===== config.mk =====
export PLATFORM = sky130hd
export DESIGN_NAME = fifo_buffer
export DESIGN_NICKNAME = d
export VERILOG_FILES = /design/src/rtl/fifo_pkg.sv /design/src/rtl/fifo_mem.sv /design/src/rtl/fifo_buffer.sv
export SDC_FILE = /design/constraint.sdc
export NUM_CORES = 1
export LEC_CHECK = 0
export CAP_MARGIN = 25
export CORE_UTILIZATION = 48
export CTS_BUF_LIST = sky130_fd_sc_hd__clkbuf_16
export DETAILED_ROUTE_END_ITERATION = 7
export GPL_TIMING_DRIVEN = 0
export PLACE_DENSITY = 0.81
export SLEW_MARGIN = 20
export SYNTH_ARGS = -nofsm -noshare
export SYNTH_HDL_FRONTEND = slang
export SYNTH_HIERARCHICAL = 1
export SYNTH_SLANG_ARGS = --single-unit

===== constraint.sdc =====
create_clock -name Clk -period 2.5 [get_ports Clk]
set_input_delay 0.625 -clock Clk [delete_from_list [all_inputs] [get_ports Clk]]
set_output_delay 0.625 -clock Clk [all_outputs]
set_load 0.03 [all_outputs]

===== src/rtl/fifo_pkg.sv =====
// Shared defaults and helpers for the circular FIFO: default geometry,
// pointer-width derivation and the occupancy type.
package fifo_pkg;

    localparam int FIFO_WIDTH = 8;
    localparam int FIFO_DEPTH = 8;

    function automatic int fifo_aw(input int depth);
        return $clog2(depth);
    endfunction

    localparam int FIFO_AW = fifo_aw(FIFO_DEPTH);

    // Occupancy needs one extra bit so that a full FIFO (DEPTH) is representable.
    typedef logic [FIFO_AW:0] count_t;

endpackage


===== src/rtl/fifo_mem.sv =====
// DEPTH x WIDTH register array: one synchronous write port and one
// registered read port. Contents and read register are not reset.
module fifo_mem
    import fifo_pkg::*;
#(
    parameter int WIDTH = FIFO_WIDTH,
    parameter int DEPTH = FIFO_DEPTH,
    parameter int AW    = fifo_aw(DEPTH)
) (
    input  logic             clk,
    input  logic             we,
    input  logic [AW-1:0]    waddr,
    input  logic [WIDTH-1:0] wdata,
    input  logic             re,
    input  logic [AW-1:0]    raddr,
    output logic [WIDTH-1:0] rdata
);

    logic [WIDTH-1:0] mem_q [DEPTH];
    logic [WIDTH-1:0] rdata_q;

    always_ff @(posedge clk) begin
        if (we) begin
            mem_q[waddr] <= wdata;
        end
        if (re) begin
            rdata_q <= mem_q[raddr];
        end
    end

    assign rdata = rdata_q;

endmodule


===== src/rtl/fifo_buffer.sv =====
// Circular FIFO with registered output, simultaneous read/write and sticky
// overflow/underflow flags. Holds pointers, occupancy and accept logic.
module fifo_buffer
    import fifo_pkg::*;
#(
    parameter int WIDTH = FIFO_WIDTH,
    parameter int DEPTH = FIFO_DEPTH,
    parameter int AW    = fifo_aw(DEPTH)
) (
    input  logic             Clk,
    input  logic             Reset_n,
    input  logic [WIDTH-1:0] DataIn,
    input  logic             W,
    output logic             FULL,
    input  logic             R,
    output logic [WIDTH-1:0] DataOut,
    output logic             Empty,
    output logic [AW:0]      Count,
    output logic             Overflow,
    output logic             Underflow,
    input  logic             ClrErr
);

    localparam logic [AW:0]   CNT_FULL = (AW+1)'(DEPTH);
    localparam logic [AW:0]   CNT_ONE  = (AW+1)'(1);
    localparam logic [AW-1:0] PTR_ONE  = AW'(1);

    logic [AW-1:0]    wr_ptr_q, wr_ptr_d;
    logic [AW-1:0]    rd_ptr_q, rd_ptr_d;
    logic [AW:0]      count_q, count_d;
    logic             ovf_q, ovf_d;
    logic             udf_q, udf_d;
    logic             dvld_q, dvld_d;
    logic             wr_ok, rd_ok;
    logic [WIDTH-1:0] mem_rdata;

    // Flags come only from registered occupancy, never from W/R.
    assign FULL  = (count_q == CNT_FULL);
    assign Empty = (count_q == '0);

    assign wr_ok = W && !FULL;
    assign rd_ok = R && !Empty;

    always_comb begin
        wr_ptr_d = wr_ptr_q;
        rd_ptr_d = rd_ptr_q;
        count_d  = count_q;
        dvld_d   = dvld_q;
        if (wr_ok) begin
            wr_ptr_d = wr_ptr_q + PTR_ONE;
        end
        if (rd_ok) begin
            rd_ptr_d = rd_ptr_q + PTR_ONE;
            dvld_d   = 1'b1;
        end
        if (wr_ok && !rd_ok) begin
            count_d = count_q + CNT_ONE;
        end else if (rd_ok && !wr_ok) begin
            count_d = count_q - CNT_ONE;
        end
        // Set takes priority over a same-cycle clear.
        ovf_d = (ovf_q && !ClrErr) || (W && FULL);
        udf_d = (udf_q && !ClrErr) || (R && Empty);
    end

    always_ff @(posedge Clk or negedge Reset_n) begin
        if (!Reset_n) begin
            wr_ptr_q <= '0;
            rd_ptr_q <= '0;
            count_q  <= '0;
            ovf_q    <= 1'b0;
            udf_q    <= 1'b0;
            dvld_q   <= 1'b0;
        end else begin
            wr_ptr_q <= wr_ptr_d;
            rd_ptr_q <= rd_ptr_d;
            count_q  <= count_d;
            ovf_q    <= ovf_d;
            udf_q    <= udf_d;
            dvld_q   <= dvld_d;
        end
    end

    fifo_mem #(
        .WIDTH (WIDTH),
        .DEPTH (DEPTH),
        .AW    (AW)
    ) u_mem (
        .clk   (Clk),
        .we    (wr_ok),
        .waddr (wr_ptr_q),
        .wdata (DataIn),
        .re    (rd_ok),
        .raddr (rd_ptr_q),
        .rdata (mem_rdata)
    );

    // The read register has no reset; DataOut reads as zero until the first
    // read after reset.
    assign DataOut   = dvld_q ? mem_rdata : '0;
    assign Count     = count_q;
    assign Overflow  = ovf_q;
    assign Underflow = udf_q;

endmodule


==> results_dict.tcl <==
set metrics [dict create \
    status "complete, no violations" \
    synth-edff-count 72 \
    clk_latency_ns 0.33 \
    routed_wl_um 5960 \
    grt_antenna_before_repair 0 \
    synthTopCellsByArea "edfxtp_1, mux4_1, dfrtp_1, mux2_2, ha_1" \
    worst-r2r-setup-slack_ns 0.13 \
    place_congestion 0.702 \
    num-fill-cells 480 \
    drtPass1Iterations 4 \
    vdd_drop_max_uv 723 \
    grt_pass1_vias 1646 \
    yosysTopAreaCell "edfxtp_1" \
    synth_flop_cell "edfxtp_1" \
    synth.most_common_cell "edfxtp_1" \
    drive_gt1_share_pct 20.4 \
    power.density_nw_per_um2 1240 \
    cap_violations 0 \
    clk_pin_slew_ns 0.06 \
    grt_max_degree 17 \
    globalRouteOverflowTotal 0 \
    syn_area_per_cell_um2 19.3 \
    synth_cells 183 \
    core_area_um2 6940 \
    io_buffers 28 \
    fin_area_um2 4330 \
    dp_hpwl_um 3830 \
    register_area_um2 2490 \
    die_x_um 87.7 \
    drv_slew 0 \
    die_y_um 87.7 \
    avgViaCountPerCell 5.37 \
    finalSetupViolations 0 \
    finClkSkew_ns 0.00415 \
    min_path_type "register to register" \
    root_buffer "clkbuf_16" \
    vias 1752 \
    ys_seq_area_share_pct 70.5 \
    syn-num-nets 202 \
    dpl-instance-area_um2 3990 \
    timing.fmax_mhz 409 \
    min_from "rd_ptr_q[2]" \
    synth.distinct_cells 37 \
    startpoint_type "input pin" \
    place_ws_ns -0.307 \
    multi_input_area_um2 1020 \
    crit_fanout 6 \
    hold_depth 1 \
    row_count 30 \
    drt-initial-drc-count 117 \
    cp-end-kind "register" \
    wl_per_cell_um 18.3 \
    worstMarginPinSlew_ns 0.909 \
    synthArstFlopShare_pct 15.3 \
    ys_top_cells_by_count "edfxtp_1, mux4_1, dfrtp_1, mux2_2" \
    maxSlewHeadroom_pct 39.2 \
    finalHoldViolations 0 \
    p_leak_nw 1.51 \
    numCtsBuffers 9 \
    drc_errors 0 \
    ctsLongestPathBuffers 2 \
    cts_hold_buf 0 \
    r2r_end "Count[3]" \
    setup_ws_ns 0.0562 \
    min_period_ns 2.44 \
    path_class "input pin to register" \
    clock_sinks 85 \
    cts_tree "done" \
    arrival_ns 2.65 \
    antenna_left 0 \
    whs_ns 0.479 \
    synthesis.area_um2 3530 \
    crit_start "W" \
    ys_warn_count 6 \
    synth_seq_cells 85 \
    power.total_mw 5.38 \
    antenna_cells 0 \
    synth.top_cell.area_share_pct 61.3 \
    grt_usage_pct 17.3 \
    grt_pass1_wl_um 9190 \
    synthToLayoutAreaGrowth_pct 22.8 \
    htreeDepth 3 \
    die_area_um2 7690 \
    io_pins 29 \
    nNetsFinal 244 \
    required_ns 2.71 \
    worstRegToRegCells 9 \
    period_share_pct 97.8 \
    initial_core_util_pct 50.8 \
    holdPathEnd "rd_ptr_q[2]" \
    rr_startpoint "Count[2]" \
]
per-layer routing:
metal | global-route usage [%] | part of all wire, % | vias up
met5 | 0 | 0 | -
met4 | 4.32 | 1.1 | 0
met3 | 5.75 | 3.8 | 8
met2 | 27.6 | 51 | 40
met1 | 23.1 | 45 | 884
li1 | - | - | 820
registers in the layout (all words and copies together) (netlist names):
| name | flops |
|---|---|
| u_mem/mem_q | 64 |
| u_mem/rdata | 8 |
| Count | 4 |
| rd_ptr_q | 3 |
| wr_ptr_q | 3 |
| Overflow | 1 |
| Underflow | 1 |
| dvld_q | 1 |
worst max-delay path: stages:
cell	delay, ns
clkdlybuf4s50_1	0.50
or2b_1	0.27
inv_2	0.10
ha_4	0.18
inv_4	0.05
ha_4	0.24
or4_4	0.48
o211ai_1	0.11
o211ai_1	0.10
how the worst max path moves through the flow:
| stage | end | slack [ns] |
|---|---|---|
| 4_1_cts | Count[3] | 0.002 |
| 6_report | Count[3] | 0.06 |
| 3_5_place_dp | u_mem/mem_q[5][7] | -0.31 |
| 3_3_place_gp | u_mem/mem_q[4][7] | -0.68 |
| 5_1_grt | Count[3] | -0.01 |
| 2_1_floorplan | Count[3] | -0.12 |
per-stage QoR:
step | util (%) | setup TNS, ns | std cells
finish | 62.4 | 0 | 326
global route | 62.4 | -0.0116 | 326
floorplan | - | -0.117 | 183
CTS | 62.1 | 0 | 324
detailed placement | 57.4 | -14.80 | 308
global placement | 57.2 | -21.36 | 307
final cells by class:
class                   instances  share of cell area, %
flip-flops and latches         85                   57.5
multi-input cells              87                   23.6
repair buffers                 31                   6.93
clock buffers                   9                   5.20
well taps                      96                   2.77
clock inverters                 7                   2.40
plain buffers                   6                   1.10
inverters                       5                  0.491
placed cells by master, fill, tap and decap left out, types with 3 or more instances in the layout:
cell type / Yosys / final
edfxtp_1: 72 / 72
clkdlybuf4s50_1: 0 / 26
mux4_1: 15 / 15
dfrtp_1: 13 / 9
mux2_2: 9 / 9
clkbuf_16: 0 / 9
and2_1: 8 / 8
nand2_1: 8 / 8
nor2_1: 7 / 7
dfrtp_2: 0 / 4
xnor2_1: 4 / 4
o21ai_0: 3 / 3
ha_1: 5 / 3
buf_4: 0 / 3
nand2b_1: 3 / 3
cells by family (layout without fill, tap and decap cells):
| family | Yosys count | count (layout) | synth area share [%] |
|---|---|---|---|
| DFF | 85 | 85 | 70.5 |
| and+or+nand+nor | 39 | 39 | 6.60 |
| muxes | 28 | 28 | 15.7 |
| buffers and inverters | 11 | 58 | 1.88 |
| AOI/OAI and AO/OA | 8 | 8 | 1.45 |
| adders and majority gates | 6 | 6 | 2.34 |
| xor gates and xnor gates | 6 | 6 | 1.49 |
power by group:
group          total, mW  internal [mW]  switching [mW]
sequential          2.13           1.92           0.209
clock               1.44          0.892           0.548
combinational       1.82          0.898           0.917
total               5.38           3.71            1.67
timing repair:
action / 4_1_cts / 5_1_grt
endpoints found under the setup margin: 2 / 14
resized for setup: 2 / 1
buffers inserted: 0 / 2
pin swaps: 0 / 1
endpoints found under the hold margin: 0 / 0
Note: power is estimated with default switching activity, not from simulation.
